`config.mk`:
```
export PLATFORM = sky130hd
export DESIGN_NAME = l2_xbar_wrr_arb
export DESIGN_NICKNAME = d
export VERILOG_FILES = /design/src/rtl/l2_xbar_wrr_arb.sv
export SDC_FILE = /design/constraint.sdc
export NUM_CORES = 1
export LEC_CHECK = 0
export ABC_AREA = 0
export BUFFER_PORTS_ARGS = -buffer_cell sky130_fd_sc_hd__buf_4
export CELL_PAD_IN_SITES_DETAIL_PLACEMENT = 1
export CELL_PAD_IN_SITES_GLOBAL_PLACEMENT = 1
export CORE_UTILIZATION = 37
export DETAILED_ROUTE_END_ITERATION = 10
export PLACE_DENSITY = 0.88
export SYNTH_ARGS = -nofsm -noshare
export SYNTH_HDL_FRONTEND = slang
export SYNTH_SLANG_ARGS = --single-unit
```
`constraint.sdc`:
```
create_clock -name clk_i -period 2.1 [get_ports clk_i]
set_clock_uncertainty 0.1 [all_clocks]
set_input_delay 0.315 -clock clk_i [delete_from_list [all_inputs] [get_ports clk_i]]
set_output_delay 0.315 -clock clk_i [all_outputs]
set_load 0.05 [all_outputs]
```
`src/rtl/l2_xbar_wrr_arb.sv`:
```
// rtl/l2_xbar_wrr_arb.sv - weighted round-robin arbiter for one L2 bank port
//
// Purpose:
//   Shares a single L2 bank port between requesters (0 = PE, 1 = DMA).
//   One address-phase grant is offered at a time. Each requester spends one
//   credit per grant, and credits are refilled from weight_i once a requester
//   that is waiting has run dry. In-flight transactions per requester are
//   capped using completion feedback from the bank side.
//
// Ports:
//   clk_i, rst_ni        clock, asynchronous active-low reset
//   req_valid_i/len_i    per-requester address phase pending + burst length
//   req_ready_o          per-requester accept (pass-through of gnt_ready_i)
//   weight_i             per-requester grants per round, 0 behaves as 1
//   gnt_valid_o/idx_o/len_o, gnt_ready_i   grant offered to the bank port
//   done_i, done_idx_i   one transaction of done_idx_i completed
//   busy_o               any transaction in flight
//   err_o                sticky: completion seen with nothing in flight
//
// Optional feature macro: L2_XBAR_ARB_PERF_CNT_EN adds perf_gnt_o and
//   perf_stall_o (32-bit wrapping counters per requester).
module l2_xbar_wrr_arb #(
   parameter int NumReq         = 2,
   parameter int WeightWidth    = 4,
   parameter int MaxOutstanding = 8,
   parameter int LenWidth       = 8,
   localparam int IdxWidth      = (NumReq > 1) ? $clog2(NumReq) : 1,
   localparam int OutWidth      = $clog2(MaxOutstanding + 1)
) (
   input  logic                          clk_i,
   input  logic                          rst_ni,
   input  logic [NumReq-1:0]             req_valid_i,
   input  logic [NumReq*LenWidth-1:0]    req_len_i,
   output logic [NumReq-1:0]             req_ready_o,
   input  logic [NumReq*WeightWidth-1:0] weight_i,
   output logic                          gnt_valid_o,
   output logic [IdxWidth-1:0]           gnt_idx_o,
   output logic [LenWidth-1:0]           gnt_len_o,
   input  logic                          gnt_ready_i,
   input  logic                          done_i,
   input  logic [IdxWidth-1:0]           done_idx_i,
   output logic                          busy_o,
   output logic                          err_o
`ifdef L2_XBAR_ARB_PERF_CNT_EN
   ,
   output logic [NumReq*32-1:0]          perf_gnt_o,
   output logic [NumReq*32-1:0]          perf_stall_o
`endif
);

   typedef enum logic [1:0] {
      IDLE   = 2'd0,
      REFILL = 2'd1,
      OFFER  = 2'd2
   } state_e;

   localparam logic [OutWidth-1:0] MaxOut = OutWidth'(MaxOutstanding);

   state_e                 state_q, state_d;
   logic [WeightWidth-1:0] credit_q [NumReq];
   logic [OutWidth-1:0]    outst_q  [NumReq];
   logic [IdxWidth-1:0]    rr_q, idx_q, pick, cand;
   logic [LenWidth-1:0]    len_q;
   logic                   err_q;
   logic                   found;
   logic                   handshake;
   logic [NumReq-1:0]      eligible, starved, inc, dec, inflight;

   // Eligibility: a requester at its in-flight cap is neither eligible nor
   // starved, so it can never trigger a refill on its own.
   always_comb begin
      eligible = '0;
      starved  = '0;
      inflight = '0;
      for (int i = 0; i < NumReq; i++) begin
         eligible[i] = req_valid_i[i] && (credit_q[i] != '0) && (outst_q[i] < MaxOut);
         starved[i]  = req_valid_i[i] && (credit_q[i] == '0) && (outst_q[i] < MaxOut);
         inflight[i] = (outst_q[i] != '0);
      end
   end

   // First eligible requester at or after the round-robin pointer.
   always_comb begin
      found = 1'b0;
      pick  = '0;
      cand  = '0;
      for (int k = 0; k < NumReq; k++) begin
         cand = IdxWidth'((int'(rr_q) + k) % NumReq);
         if (!found && eligible[cand]) begin
            found = 1'b1;
            pick  = cand;
         end
      end
   end

   assign handshake = (state_q == OFFER) && gnt_ready_i;

   always_comb begin
      inc = '0;
      dec = '0;
      if (handshake) inc[idx_q] = 1'b1;
      if (done_i)    dec[done_idx_i] = 1'b1;
   end

   always_comb begin
      state_d = state_q;
      case (state_q)
         IDLE: begin
            if (found)         state_d = OFFER;
            else if (|starved) state_d = REFILL;
         end
         REFILL:               state_d = IDLE;
         OFFER: begin
            if (gnt_ready_i)   state_d = IDLE;
         end
         default:              state_d = IDLE;
      endcase
   end

   always_ff @(posedge clk_i or negedge rst_ni) begin
      if (!rst_ni) state_q <= IDLE;
      else         state_q <= state_d;
   end

   always_ff @(posedge clk_i or negedge rst_ni) begin
      if (!rst_ni) begin
         rr_q  <= '0;
         idx_q <= '0;
         len_q <= '0;
         err_q <= 1'b0;
         for (int i = 0; i < NumReq; i++) begin
            credit_q[i] <= '0;
            outst_q[i]  <= '0;
         end
      end else begin
         // Grant target is latched so idx/len stay stable for the whole offer.
         if (state_q == IDLE && found) begin
            idx_q <= pick;
            len_q <= req_len_i[int'(pick)*LenWidth +: LenWidth];
         end
         if (state_q == REFILL) begin
            for (int i = 0; i < NumReq; i++) begin
               if (weight_i[i*WeightWidth +: WeightWidth] == '0)
                  credit_q[i] <= WeightWidth'(1);
               else
                  credit_q[i] <= weight_i[i*WeightWidth +: WeightWidth];
            end
         end
         if (handshake) begin
            credit_q[idx_q] <= credit_q[idx_q] - WeightWidth'(1);
            rr_q <= (int'(idx_q) == NumReq - 1) ? '0 : idx_q + IdxWidth'(1);
         end
         // Issue and completion on the same requester in one cycle cancel out.
         for (int i = 0; i < NumReq; i++) begin
            if (inc[i] && !dec[i])
               outst_q[i] <= outst_q[i] + OutWidth'(1);
            else if (dec[i] && !inc[i] && (outst_q[i] != '0))
               outst_q[i] <= outst_q[i] - OutWidth'(1);
            if (dec[i] && (outst_q[i] == '0))
               err_q <= 1'b1;
         end
      end
   end

   always_comb begin
      req_ready_o = '0;
      if (handshake) req_ready_o[idx_q] = 1'b1;
   end

   assign gnt_valid_o = (state_q == OFFER);
   assign gnt_idx_o   = idx_q;
   assign gnt_len_o   = len_q;
   assign busy_o      = |inflight;
   assign err_o       = err_q;

`ifdef L2_XBAR_ARB_PERF_CNT_EN
   logic [NumReq-1:0][31:0] perf_gnt_q, perf_stall_q;

   always_ff @(posedge clk_i or negedge rst_ni) begin
      if (!rst_ni) begin
         perf_gnt_q   <= '0;
         perf_stall_q <= '0;
      end else begin
         for (int i = 0; i < NumReq; i++) begin
            if (req_ready_o[i])
               perf_gnt_q[i] <= perf_gnt_q[i] + 32'd1;
            if (req_valid_i[i] && !req_ready_o[i])
               perf_stall_q[i] <= perf_stall_q[i] + 32'd1;
         end
      end
   end

   assign perf_gnt_o   = perf_gnt_q;
   assign perf_stall_o = perf_stall_q;
`endif

endmodule
```
# [Yosys cells after proc, flatten, opt, wreduce, memory -nomap -nowiden]
# Cells that the tools add are included.
[totals] wordCells=111 out_inout_bits=14 in_bits=31 ff_bits=29
[classes] add_sub_neg=7 bitwise=1 shift=1 mux=35 n_lt_le_gt_ge=10 n_eq_ne=4 reduce_logical=44
[op_table] cell="4-bit 2-to-1 mux" n=10
[op_table] cell="4-bit zero test" n=6
[op_table] cell="1-bit logical AND" n=22
[op_table] cell="8-bit 2-to-1 mux" n=2
[op_table] cell="4-bit nonzero test" n=4
[op_table] cell="16-bit by 5-bit indexed part select with 8-bit output" n=1
[op_table] cell="1-bit 2-to-1 mux" n=13
[op_table] cell="4-bit by 1-bit subtractor with 4-bit output, second input constant" n=3
[op_table] cell="2-bit 2-to-1 mux" n=5
[op_table] cell="4-bit by 1-bit adder with 4-bit output, second input constant" n=2
[op_table] cell="8-bit bitwise mux" n=1
[op_table] cell="1-bit by 2-bit < comparator with 1-bit output, second input constant" n=4
[op_table] cell="4-bit < comparator, second input constant" n=2
[op_table] cell="2-bit nonzero test" n=3
[op_table] cell="1-bit zero test" n=5
[op_table] cell="4-bit demux with 1-bit select" n=1
[op_table] cell="2-bit one-hot mux with 2 select lines" n=1
[op_table] cell="2-bit OR reduction" n=2
[op_table] cell="3-bit inequality test, second input constant" n=1
[op_table] cell="1-bit adder, second input constant" n=2
[op_table] cell="1-bit demux with 1-bit select" n=2
[op_table] cell="2-bit by 1-bit equality test with 1-bit output, second input constant" n=1
[op_table] cell="2-bit equality test, second input constant" n=1
[op_table] cell="1-bit >= comparator, second input constant" n=2
[op_table] cell="other kinds (6)" n=6

# [Logic depth before layout (Yosys ltp)]
[depth] depth_word=11 depth_mapped=9 depth_no_buf=8

# [Least setup slack after synthesis]
# Ideal clock, no wire load.
[synth_path] path_type="register -> register" from="reg idx_q (netlist: gnt_idx_o)" to="reg outst_q[3] in the netlist's numbering" synth_period_minus_slack_ps=2513 path_slack_ps=-413 n_path_buf=1 arrival_ps=2333 setup_time_ps=80 required_ps=1920 stages_incl_launch_ff=10 path_cell_list="dfrtp_1 -> buf_2 -> nand4b_1 -> a21oi_1 -> inv_1 -> ha_1 -> a21o_1 -> a21oi_1 -> mux2i_1 -> xnor2_1"
[synth_via] elab_chain_len=9 word_cells_on_any_way=12 classes_between="order compare: 2; mux: 4; reduce/logical: 6"
[synth_lines] element="start: declaration" line="62" text="logic [IdxWidth-1:0] rr_q, idx_q, pick, cand;"
[synth_lines] element="start signal: assignment" line="138" text="idx_q <= pick;"
[synth_lines] element="1-bit by 2-bit < comparator with 1-bit output (not written as such) / 1-bit >= comparator (equally long branches)" line="101" text="if (handshake) inc[idx_q] = 1'b1;"
[synth_lines] element="1-bit logical AND (not written as such)" line="101"
[synth_lines] element="1-bit 2-to-1 mux (not written as such)" line="101"
[synth_lines] element="1-bit demux with 1-bit select (*)" line="101"
[synth_lines] element="2-bit 2-to-1 mux (*)" line="101"
[synth_lines] element="1-bit zero test" line="157" text="else if (dec[i] && !inc[i] && (outst_q[i] != '0))"
[synth_lines] element="1-bit logical AND (2 in a row)" line="157"
[synth_lines] element="2-bit nonzero test (no line)"
[synth_lines] element="end signal: indexed assignment" line="156" text="outst_q[i] <= outst_q[i] + OutWidth'(1);"
[synth_lines] element="end signal: indexed assignment" line="158" text="outst_q[i] <= outst_q[i] - OutWidth'(1);"
[synth_lines] element="end: declaration" line="61" text="logic [OutWidth-1:0] outst_q [NumReq];"
# Mark *: on every way between the ends. The rest lies on a longest branch, timed or not.
# A chain may end at the register's enable or synchronous reset.

# [Worst setup path in the final report]
[layout_path] from="reg idx_q (netlist: gnt_idx_o)" to="reg outst_q[7] in the netlist's numbering"
# The elaborated chain is that of the path after synthesis.

==> summary.txt <==
Status
  – Status: finished, violations left
  – Failing checks: negative setup slack

Clock network
  – CTS sink count: 29
  – Worst skew pair latency: between 0.2 and 0.3 ns
  – Reg clk slew, reported paths: 0.07 ns
  – H-tree depth: 2
  – TritonCTS buffer count: 5
  – Max Root-Sink Buffers: 2
  – Root Buffer: clkbuf_8
  – CTS tree: done

Synthesis
  – #FFs+latches synth: 29
  – Largest area contributor in the netlist: dfrtp_1
  – Post-synthesis average cell area: 11.8 um^2
  – Most frequent cell after synthesis: dfrtp_1
  – EDFF count, synth: 0
  – Syn Inst Count: 143
  – Synth top cells by count: 29 x dfrtp_1, 13 x mux2_2, 8 x mux2_4, 8 x nand2_1, 7 x mux2i_1
  – Ys async rst share: 100%
  – Seq/Total Area, Yosys: 43.0%
  – Synth area leaders: dfrtp_1 43%, mux2_2 8.7%, mux2_4 7.1%
  – Main synth FF type: dfrtp_1
  – Synth cell types: 38
  – Ys Warns: 0
  – Post-Syn Nets: 181
  – Post-synth top area share: 43.0%
  – Post-Syn Area: 0.00169 mm^2

Worst setup path
  – Worst EP arrival: 2.27 ns
  – Slowest cell on the critical path: dfrtp_2
  – Critical path launch point type: register
  – CP Capture Type: register
  – Register-to-Register Path Depth: 8
  – Worst path max stage delay: 0.44 ns
  – CP cell instances: nor4bb_4 -> and2_4 -> inv_4 -> ha_4 -> a21o_1 -> a21oi_2 -> mux2i_1 -> xnor2_1
  – FF-to-FF setup slack: -0.09 ns
  – Critical Path RT: 2.18 ns
  – R2r startpoint: gnt_idx_o$_DFFE_PN0P_
  – Critical Path Fanout Max: 4
  – WS Path Type: reg -> reg
  – RR Endpoint: outst_q[7]$_DFFE_PN0P_

Global routing
  – Tot GR Track Use: roughly a fifth
  – Antenna violations before repair: 0
  – Grt ovf: 0
  – Largest net degree at the start of global routing: 30
  – Vias in the first global route: 1461
  – First-pass GRT wire length: 7.42 mm

Timing
  – Relative slew slack: 65.4%
  – Final worst slack: -0.0865 ns
  – RSZ-0062 raised after global routing: yes
  – Fin. Hold Viols: 0
  – Final setup fails: 1
  – Actual slew at the worst max-slew pin: 0.518 ns
  – Tcrit/Tclk final: 104%
  – Fmax: 0.457 GHz
  – Fin crit period: roughly 2.2 ns
  – Max-slew violation count: 0
  – Final TNS setup: -0.0865 ns

Final layout
  – N_diodes: 0
  – FILL cells: ~470
  – Layout cells sized above 1: 51.0%
  – Area delta synth->final: 40.3%
  – Design area: between 0.002 and 0.0025 mm^2
  – Nets: 247

Route
  – Via count: 1385
  – Detailed Route WL: ~4.5 mm
  – Starting DRT DRC Count: 36
  – Residual DRC count: 0
  – Drt first pass iters: 4
  – Routed len/inst: 17.3 um
  – Antenna-violating nets left: 0
  – Vias per inst: 5.29

Pwr
  – Switching power: 1.74 mW
  – Sw Share: 44.2%
  – Combinational Power Share: between 50% and 60%
  – Seq pwr share: 29.9%
  – PwrDens: 1660 mW/mm^2
  – Pleak: 1.07 nW
  – VDD IR max: 0.585 mV
  – Clk pwr share: approximately 11%
  – Internal power: 2.20 mW

Die
  – Initial Utilization: 38.5%
  – Io pins: 45
  – Rows: 24
  – Die Span X: 69.5 um
  – CORE AREA: 0.00438 mm^2
  – Die Y: approximately 70 um
  – Die area: 0.00484 mm^2

Place
  – Final GP Congestion: 0.781
  – DP Area: ~0.0022 mm^2
  – Hpwl dp: 3.20 mm
  – Port buffer count: 44

Hold path
  – Hold Path Class: in -> reg
  – Hold Path End: err_o$_DFFE_PN0P_
  – Hold path startpoint: done_i
  – Hold Crit Depth: 2

Flow run
  – Max_cap viols: 0
[layer usage]
metal  up-vias  track usage, %  part of all wire [%]
met5         -               0                     0
met4         0            8.16                   1.2
met3         6            5.96                   4.5
met2        35            33.9                    51
met1       694            24.1                    43
li1        650               -                     -
[kinds of logic after synthesis]
| group | after synthesis | share of synthesized area, % |
|---|---|---|
| simple gates | 39 | 13.7 |
| compound gates | 24 | 11.0 |
| mux | 28 | 19.9 |
| buf+inv | 9 | 2.59 |
| fa+ha+maj | 7 | 6.08 |
| xor+xnor | 7 | 3.63 |
| flops | 29 | 43.0 |
[layout make-up]
type / instances / area (um^2) / share of cell area [%]
flip-flops and latches: 29 / 727 / 30.7
well taps: 52 / 65.1 / 2.75
inverters: 5 / 21.3 / 0.898
clock buffers: 6 / 72.6 / 3.06
repair buffers: 63 / 483 / 20.4
clock inverters: 2 / 10.0 / 0.423
multi-input cells: 105 / 990 / 41.8
[critical path, delay by kind of cell, from the launching register on]
family	cells	cell delay, ns
compound gates	2	0.29
xor+xnor	1	0.18
fa+ha+maj	1	0.20
buf+inv	1	0.05
flops	1	0.44
mux	1	0.26
simple gates	2	0.55
[timing repair]
item                                    CTS  global route
endpoints found under the setup margin    2             8
endpoints found under the hold margin    29             0
gates resized for setup                   5             4
buffers inserted                          1             1
pin swaps                                 5             6
hold buffers                              1             0
[cell usage in the layout (no fill, tap or decap), types with 2 or more instances in the layout]
| cell | synthesis | layout |
|---|---|---|
| fa_1 | 2 | 2 |
| mux2i_1 | 7 | 7 |
| dfrtp_1 | 29 | 28 |
| buf_4 | 0 | 60 |
| mux2_2 | 13 | 13 |
| xnor2_1 | 5 | 5 |
| o21ai_0 | 3 | 3 |
| inv_1 | 5 | 3 |
| a311oi_1 | 2 | 2 |
| nand2_1 | 8 | 8 |
| a21oi_1 | 6 | 3 |
| clkinv_2 | 0 | 2 |
| a21oi_2 | 0 | 3 |
| nor3_1 | 6 | 6 |
| a21o_1 | 4 | 4 |
| a211oi_1 | 3 | 3 |
| nor2_1 | 6 | 6 |
| clkbuf_8 | 0 | 5 |
| nor2b_1 | 2 | 2 |
| nor4_1 | 2 | 2 |
| o211ai_1 | 2 | 2 |
| mux2_4 | 8 | 8 |
| buf_6 | 1 | 2 |
| ha_4 | 0 | 3 |
| xor2_1 | 2 | 2 |
| nand2b_1 | 4 | 4 |
| ha_1 | 5 | 2 |
[power groups by stage]
stage | Sequential (mW) | Combinational (mW) | Clock, mW
after floorplan | 1.44 | 1.22 | 0
after global placement | 1.12 | 2.13 | 0
after detailed placement | 1.15 | 2.21 | 0
after CTS | 1.16 | 2.28 | 0.462
after global routing | 1.21 | 2.48 | 0.489
final | 1.18 | 2.31 | 0.448
[stage by stage]
step / hold slack [ns] / std cells / utilization [%] / setup WS (ns) / power (mW)
CTS: 0.156 / 261 / 53.1 / -0.00807 / 3.90
global route: 0.169 / 262 / 54.0 / -0.145 / 4.18
floorplan: -0.0806 / 143 / - / -0.175 / 2.66
finish: 0.160 / 262 / 54.0 / -0.0865 / 3.94
detailed placement: 0.168 / 251 / 50.3 / -0.0621 / 3.36
global placement: 0.162 / 251 / 50.3 / 0.0533 / 3.25
[registers in the layout, summed over array words and instances (netlist names)]
signal	count
gnt_idx_o	1
credit_q	8
state_q	2
err_o	1
gnt_len_o	8
rr_q	1
outst_q	8
[worst max path at each step]
| stage | from | to | slack (ns) | cells past startpoint |
|---|---|---|---|---|
| floorplan | gnt_idx_o$_DFFE_PN0P_ | outst_q[1]$_DFFE_PN0P_ | -0.17 | 6 |
| global placement | gnt_idx_o$_DFFE_PN0P_ | outst_q[7]$_DFFE_PN0P_ | 0.05 | 8 |
| detailed placement | gnt_idx_o$_DFFE_PN0P_ | outst_q[7]$_DFFE_PN0P_ | -0.06 | 8 |
| CTS | state_q[0]$_DFFE_PN0P_ | outst_q[7]$_DFFE_PN0P_ | -0.008 | 8 |
| global route | gnt_idx_o$_DFFE_PN0P_ | outst_q[7]$_DFFE_PN0P_ | -0.15 | 8 |
| finish | gnt_idx_o$_DFFE_PN0P_ | outst_q[7]$_DFFE_PN0P_ | -0.09 | 8 |
Note: power is estimated with default switching activity, not from simulation.
